File: src/rtl/vga_timing_gen.sv
// VGA raster timing generator: pixel-rate divider, h/v counters and registered x/y/sync/active outputs.
// Optional frame counter is built only when VGA_FRAME_COUNTER_EN is defined.
module vga_timing_gen #(
  parameter int CLK_DIV  = 2,
  parameter int H_ACTIVE = 640,
  parameter int H_FP     = 16,
  parameter int H_SYNC   = 96,
  parameter int H_BP     = 48,
  parameter int V_ACTIVE = 480,
  parameter int V_FP     = 10,
  parameter int V_SYNC   = 2,
  parameter int V_BP     = 33
) (
  input  logic        clk,
  input  logic        rst,
  output logic [9:0]  x,
  output logic [9:0]  y,
  output logic        hsync,
  output logic        vsync,
  output logic        active,
  output logic        pix_tick,
  output logic        frame_start,
  output logic [15:0] frame_count
);

  localparam int DIV_W = (CLK_DIV > 1) ? $clog2(CLK_DIV) : 1;
  localparam logic [DIV_W-1:0] DIV_LAST = DIV_W'(CLK_DIV - 1);

  localparam logic [9:0] H_VIS  = 10'(H_ACTIVE);
  localparam logic [9:0] HS_BEG = 10'(H_ACTIVE + H_FP);
  localparam logic [9:0] HS_END = 10'(H_ACTIVE + H_FP + H_SYNC - 1);
  localparam logic [9:0] H_LAST = 10'(H_ACTIVE + H_FP + H_SYNC + H_BP - 1);
  localparam logic [9:0] V_VIS  = 10'(V_ACTIVE);
  localparam logic [9:0] VS_BEG = 10'(V_ACTIVE + V_FP);
  localparam logic [9:0] VS_END = 10'(V_ACTIVE + V_FP + V_SYNC - 1);
  localparam logic [9:0] V_LAST = 10'(V_ACTIVE + V_FP + V_SYNC + V_BP - 1);

  logic [DIV_W-1:0] div_cnt;
  logic [9:0]       h_cnt;
  logic [9:0]       v_cnt;
  logic             tick;
  logic             at_origin;

  assign tick      = (div_cnt == DIV_LAST);
  assign at_origin = (h_cnt == 10'd0) && (v_cnt == 10'd0);

  // Outputs are sampled from the counters on the tick, so the counters lead by one pixel.
  always_ff @(posedge clk or posedge rst) begin
    if (rst) begin
      div_cnt     <= '0;
      h_cnt       <= '0;
      v_cnt       <= '0;
      x           <= '0;
      y           <= '0;
      hsync       <= 1'b1;
      vsync       <= 1'b1;
      active      <= 1'b0;
      pix_tick    <= 1'b0;
      frame_start <= 1'b0;
    end else begin
      pix_tick    <= tick;
      frame_start <= tick && at_origin;
      div_cnt     <= tick ? '0 : div_cnt + 1'b1;
      if (tick) begin
        x      <= h_cnt;
        y      <= v_cnt;
        active <= (h_cnt < H_VIS) && (v_cnt < V_VIS);
        hsync  <= ~((h_cnt >= HS_BEG) && (h_cnt <= HS_END));
        vsync  <= ~((v_cnt >= VS_BEG) && (v_cnt <= VS_END));
        if (h_cnt == H_LAST) begin
          h_cnt <= '0;
          v_cnt <= (v_cnt == V_LAST) ? 10'd0 : v_cnt + 10'd1;
        end else begin
          h_cnt <= h_cnt + 10'd1;
        end
      end
    end
  end

`ifdef VGA_FRAME_COUNTER_EN
  logic [15:0] fcnt;

  always_ff @(posedge clk or posedge rst) begin
    if (rst)
      fcnt <= '0;
    else if (tick && at_origin)
      fcnt <= fcnt + 16'd1;
  end

  assign frame_count = fcnt;
`else
  assign frame_count = 16'h0000;
`endif

endmodule

File: config.mk
export PLATFORM = sky130hd
export DESIGN_NAME = vga_timing_gen
export DESIGN_NICKNAME = d
export VERILOG_FILES = /design/src/rtl/vga_timing_gen.sv
export SDC_FILE = /design/constraint.sdc
export NUM_CORES = 1
export LEC_CHECK = 0
export BUFFER_PORTS_ARGS = -buffer_cell sky130_fd_sc_hd__buf_2
export CORE_MARGIN = 4
export CORE_UTILIZATION = 44
export CTS_BUF_LIST = sky130_fd_sc_hd__clkbuf_8
export CTS_CLUSTER_DIAMETER = 60
export DETAILED_ROUTE_END_ITERATION = 12
export PLACE_DENSITY = 0.74
export SYNTH_ARGS = -nofsm -noshare
export SYNTH_HDL_FRONTEND = slang
export SYNTH_SLANG_ARGS = --single-unit
export TNS_END_PERCENT = 20
File: constraint.sdc
create_clock -name clk -period 2.1 [get_ports clk]
set_input_delay 0.105 -clock clk [delete_from_list [all_inputs] [get_ports clk]]
set_output_delay 0.105 -clock clk [all_outputs]
set_load 0.01 [all_outputs]
==> metrics.csv, run 1 <==
stage;metric;value;unit
run_status;status;completed;
sta;fin_skew;0.00443;ns
setup_path;cp_cell_sequence;ha_1 > nand4_2 > or4_4 > or3_1 > a21oi_1;
setup_path;cp_max_fo;7;
final_layout;stdcell_count;300;
setup_path;endpoint_kind;flop;
synth;synth_cell_type_count;43;
routing;routed-wl-met2;1.74;mm
sta;max_freq;507;MHz
final_layout;fillers;436;
synth;synth.largest_area_cell;dfrtp_1;
clock_network;cts_max_path_buffers;2;
clock_network;tritoncts;yes;
synth;synth_edf_count;0;
final_layout;area_growth;11.9;%
synth;yosys_warnings;0;
synth;synth_cells;199;
global_route;grt-ovfl-total;0;
setup_path;worstPathRequired;2.33;ns
routing;num_vias;1517;
routing;drt-met1-wl;1.92;mm
synth;synth-seq-cells;46;
global_route;grt_pass1_vias;1453;
global_route;antenna_found_initial;0;
sta;hold_viol_final;0;
setup_path;rr_worst_depth;5;
setup_path;start_kind;flop;
place;io_buffers;26;
place;dp_hpwl;2.87;mm
sta;maxSlewHeadroom;0.597;
sta;report.final.slew_viol_count;0;
final_layout;nNetsFinal;238;
setup_path;crit_type;reg2reg;
sta;setup_viol;0;
clock_network;clkTransAtPathRegs;0.08;ns
setup_path;max_stage_delay;0.58;ns
synth;ys_seq_area_frac;0.517;
routing;dr.pass1.iters;4;
setup_path;crit_arrival;2.20;ns
setup_path;reg2reg_slack;0.13;ns
sta;timing.final.crit_share;0.939;
sta;post-route-min-period;1.97;ns
clock_network;cts.sinks;46;
routing;drtIter0Drc;64;
routing;vias_per_cell;5.06;
setup_path;r2r_start;h_cnt[0]$_DFFE_PP0P_;
global_route;grt_pass1_wl;6.96;mm
worst_hold_path;min_path_type;in2async;
final_layout;drive_gt1_frac;0.305;
routing;route.detailed.drc;0;
floorplanning;rows;25;
global_route;grtUsageTotal;0.142;
routing;top_layer;met4;
floorplanning;start_util;0.464;
pwr;irDropWorstVdd;0.282;mV
pwr;cellPowerDensity;573;nW/um^2
routing;drt_wl_total;4.03;mm
clock_network;clk_latency;0.30;ns
synth;synth.area.top_cells;dfrtp_1 (49%), mux2_2 (11%), buf_4 (6.1%);
sta;fin_tns_setup;0;ns
setup_path;worst-path-buf-inv;0;
synth;synth-main-ff-cell;dfrtp_1;
final_layout;multi_input_area;936;sq um
place;place_inst;291;
floorplanning;die_x;79.2;um
routing;wire_per_inst;13.4;um
clock_network;htree_num_levels;2;
synth;ys_async_sr_fraction;1.00;
floorplanning;core_area;4820;sq um
final_layout;antenna_cells;0;
floorplanning;die_area;6280;sq um
synth;netlist_area;2230;sq um
sta;rsz0062_at_grt;no;
routing;ant_nets;0;
setup_path;reg2reg_to;v_cnt[9]$_DFFE_PP0P_;
routing;dr_wl_met3;287;um
global_route;grt_max_degree;35;
clock_network;root_buffer;clkbuf_8;
synth;avgSynthCellArea;11.2;sq um
setup_path;cp_top_family;simple AND/OR/NAND/NOR gates;
synth;yosysTopAreaCellShare;0.493;
final_layout;final-seq-area;1150;sq um
clock_network;cts_buffers;5;
place;gp_congestion;0.885;
pwr;p_leak;1.21;nW
job;cap_violations;0;
setup_path;worst_path_max_delay_cell;or4_4;
floorplanning;die_h;79.2;um
floorplanning;io_pins;43;
sta;tightest_slew;0.599;ns
-- cells by family after synthesis --
group                    Yosys count  synth area share
AO/OA/AOI/OAI                     23            0.0622
XOR/XNOR                          10            0.0392
adder cells (fa/ha/maj)            4            0.0224
buffers and inverters             34            0.0896
flip-flops                        46             0.517
multiplexers                      22             0.110
other                              1           0.00168
AND/OR/NAND/NOR                   59             0.158
-- per-stage QoR --
step | setup WS, ns | hold WS [ns] | util | power, mW | area (sq um)
after floorplan | 0.239 | 0.349 | - | 0.950 | 2290
after global placement | 0.179 | 0.153 | 0.499 | 0.937 | 2400
after detailed placement | 0.111 | 0.154 | 0.499 | 0.937 | 2400
after CTS | 0.0717 | 0.373 | 0.519 | 1.46 | 2500
after global routing | 0.00148 | 0.417 | 0.519 | 1.49 | 2500
final | 0.127 | 0.372 | 0.519 | 1.43 | 2500
-- flip-flops by register name (all words and copies together), names as in the netlist --
register	flops
active	1
pix_tick	1
v_cnt	10
x	10
y	10
frame_start	1
h_cnt	10
div_cnt	1
vsync	1
hsync	1
-- routing by layer --
metal / up-vias / global-route usage
li1: 730 / -
met1: 720 / 0.207
met2: 60 / 0.204
met3: 7 / 0.0340
met4: 0 / 0.0515
met5: - / 0
-- placed cells by master (no fill, tap or decap), types with 2 or more instances in the layout --
| cell type | Yosys | final |
|---|---|---|
| dfrtp_1 | 44 | 43 |
| buf_2 | 3 | 26 |
| mux2_2 | 21 | 21 |
| conb_1 | 1 | 16 |
| nand2_1 | 11 | 11 |
| inv_1 | 9 | 10 |
| o21ai_0 | 10 | 10 |
| buf_4 | 18 | 9 |
| nor3_1 | 8 | 8 |
| nand3_1 | 8 | 8 |
| nor2_1 | 8 | 8 |
| xor2_1 | 6 | 6 |
| a21oi_1 | 5 | 5 |
| clkbuf_8 | 0 | 5 |
| xnor2_1 | 4 | 4 |
| nand4_1 | 4 | 4 |
| ha_1 | 4 | 4 |
| nor4_1 | 3 | 3 |
| or3_1 | 3 | 3 |
| or4_1 | 2 | 2 |
| dfstp_2 | 2 | 2 |
-- area by class of cell --
type                       instances  share of cell area
clock buffer                       5              0.0275
clock inverter                     3             0.00601
inverter                           9              0.0135
multi-input combinational        134               0.374
sequential                        46               0.462
tap                               67              0.0335
timing repair buffer              36              0.0831
-- synthesized netlist by cell type (all sizes together) (2+ instances only) --
master,instances
dfrtp,44
buf,21
mux2,21
nand2,11
o21ai,10
inv,9
nand3,8
nor2,8
nor3,8
xor2,6
a21oi,5
nand4,5
clkbuf,4
ha,4
nor4,4
xnor2,4
or3,3
or4,3
dfstp,2
-- worst max path at each step --
| stage | start | depth (start not counted) | endpoint | slack, ns |
|---|---|---|---|---|
| finish | h_cnt[0]$_DFFE_PP0P_ | 5 | v_cnt[9]$_DFFE_PP0P_ | 0.13 |
| global route | h_cnt[0]$_DFFE_PP0P_ | 5 | v_cnt[9]$_DFFE_PP0P_ | 0.001 |
| CTS | h_cnt[0]$_DFFE_PP0P_ | 5 | v_cnt[9]$_DFFE_PP0P_ | 0.07 |
| detailed placement | h_cnt[0]$_DFFE_PP0P_ | 5 | v_cnt[9]$_DFFE_PP0P_ | 0.11 |
| global placement | h_cnt[0]$_DFFE_PP0P_ | 5 | v_cnt[9]$_DFFE_PP0P_ | 0.18 |
| floorplan | h_cnt[0]$_DFFE_PP0P_ | 5 | v_cnt[9]$_DFFE_PP0P_ | 0.24 |
-- timing repair --
item                                    4_1_cts  5_1_grt
endpoints found under the hold margin        44        0
resized for setup                             0        1
hold buffers                                  1        0
endpoints found under the setup margin        0        3
setup buffers                                 0        0
-- worst min-delay path, delay by kind of cell --
family                 cells  cell delay (ns)
buffers and inverters      4             0.96
-- where the power goes --
| part | switching [mW] | internal, mW | total (mW) |
|---|---|---|---|
| clock network | 0.286 | 0.226 | 0.512 |
| registers | 0 | 0.885 | 0.885 |
| logic | 0.0303 | 0.00451 | 0.0348 |
No activity file was read; power rests on OpenSTA's default activity.
==> inputs of run 2 (changes only) <==
- REMOVE_ABC_BUFFERS: not set -> 1
==> metrics.csv, run 2 (synthesis results as in run 1) <==
stage;metric;value;unit
run_status;status;completed;
clock_network;htree_num_levels;2;
global_route;grt-ovfl-total;0;
final_layout;drive_gt1_frac;0.309;
routing;drtIter0Drc;83;
final_layout;antenna_cells;0;
setup_path;reg2reg_slack;0.11;ns
global_route;grt_pass1_wl;6.86;mm
sta;maxSlewHeadroom;0.383;
setup_path;cp_max_fo;7;
routing;wire_per_inst;13.6;um
sta;timing.final.crit_share;0.947;
job;cap_violations;0;
global_route;grt_pass1_vias;1432;
floorplanning;die_area;6280;sq um
sta;max_freq;503;MHz
sta;fin_skew;0.00406;ns
routing;drt_wl_total;4.09;mm
routing;routed-wl-met2;1.74;mm
sta;post-route-min-period;1.99;ns
floorplanning;start_util;0.464;
clock_network;cts.sinks;46;
setup_path;crit_type;reg2reg;
clock_network;cts_resized;0;
clock_network;clk_latency;0.30;ns
routing;dr.pass1.iters;4;
final_layout;stdcell_count;300;
final_layout;layout_common_cells;dfrtp_1 (44), buf_2 (26), mux2_2 (21);
routing;top_layer;met4;
sta;tightest_slew;0.919;ns
setup_path;start_kind;flop;
routing;route.detailed.drc;0;
routing;vias_per_cell;5.07;
final_layout;design_area;2520;sq um
floorplanning;io_pins;43;
clock_network;cts_buffers;5;
final_layout;area_growth;13.0;%
floorplanning;core_area;4820;sq um
setup_path;crit_arrival;2.22;ns
pwr;irDropWorstVdd;0.363;mV
floorplanning;rows;25;
pwr;finalPower;1.56;mW
final_layout;fin_util;0.524;
place;dp_hpwl;2.98;mm
place;gp_congestion;0.832;
sta;report.final.slew_viol_count;0;
clock_network;root_buffer;clkbuf_8;
place;place_inst;291;
global_route;antenna_found_initial;0;
floorplanning;die_x;79.2;um
routing;drt-met1-wl;2.04;mm
global_route;grt_max_degree;35;
sta;setup_viol;0;
clock_network;cts_max_path_buffers;2;
sta;rsz0062_at_grt;no;
place;io_buffers;26;
sta;fin_tns_setup;0;ns
routing;num_vias;1520;
routing;ant_nets;0;
setup_path;worstPathRequired;2.33;ns
setup_path;endpoint_kind;flop;
pwr;cellPowerDensity;619;nW/um^2
routing;dr_wl_met3;257;um
global_route;grtUsageTotal;0.143;
sta;hold_viol_final;0;
clock_network;clkTransAtPathRegs;0.08;ns
clock_network;tritoncts;yes;
final_layout;final_common_cell;dfrtp_1;
place;placed_cell_area;2400;sq um
floorplanning;die_h;79.2;um
final_layout;nNetsFinal;238;
pwr;p_leak;1.22;nW
worst_hold_path;min_path_type;in2async;
## run 2: changes by cell type in the layout (fill, tap and decap cells not counted), sizes merged
| cell | change |
|---|---|
| clkinv | +2 |
| inv | -2 |
| bufinv | +1 |
| clkinvlp | -1 |
## run 2: final timing paths
check	from	endpoint	cells past startpoint
min	rst	y[4]$_DFFE_PP0P_	3
max	h_cnt[0]$_DFFE_PP0P_	v_cnt[9]$_DFFE_PP0P_	5
min reg2reg	hsync$_DFFE_PP1P_	hsync$_DFFE_PP1P_	2
min in group clk	hsync$_DFFE_PP1P_	hsync$_DFFE_PP1P_	2
max reg2reg	h_cnt[0]$_DFFE_PP0P_	v_cnt[9]$_DFFE_PP0P_	5
max in group asynchronous	rst	vsync$_DFFE_PP1P_	4
## run 2: power breakdown
group	switching, mW	internal [mW]
clock network	0.292	0.350
registers	0	0.885
logic	0.0309	0.00444
## run 2: per-layer routing
layer / up-vias / track usage
met4: 0 / 0.0619
li1: 732 / -
met3: 7 / 0.0329
met1: 738 / 0.204
met5: - / 0
met2: 43 / 0.209
## run 2: repair_timing
action                                  in CTS  in global routing
buffers inserted                             0                  0
endpoints found under the hold margin       24                  0
endpoints found under the setup margin       0                  0
hold buffers                                 1                  0
## run 2: critical path, stage by stage (launching register included)
cell,delay (ns)
dfrtp_1,0.44
ha_1,0.23
nand4_2,0.18
or4_4,0.57
or3_1,0.37
a21oi_1,0.14
## run 2: layout make-up
| type | count | area (sq um) |
|---|---|---|
| Clock buffer | 5 | 68.8 |
| Clock inverter | 3 | 40.0 |
| Fill cell | 468 | 2290 |
| Inverter | 9 | 33.8 |
| Multi-Input combinational cell | 134 | 936 |
| Sequential cell | 46 | 1150 |
| Tap cell | 67 | 83.8 |
| Timing Repair Buffer | 36 | 208 |
## run 2: per-stage QoR
stage | worst slack [ns] | hold slack, ns
after floorplan | -0.213 | 0.397
after global placement | 0.175 | 0.224
after CTS | 0.105 | 0.443
after detailed placement | 0.119 | 0.224
final | 0.111 | 0.431
after global routing | 0.00342 | 0.490
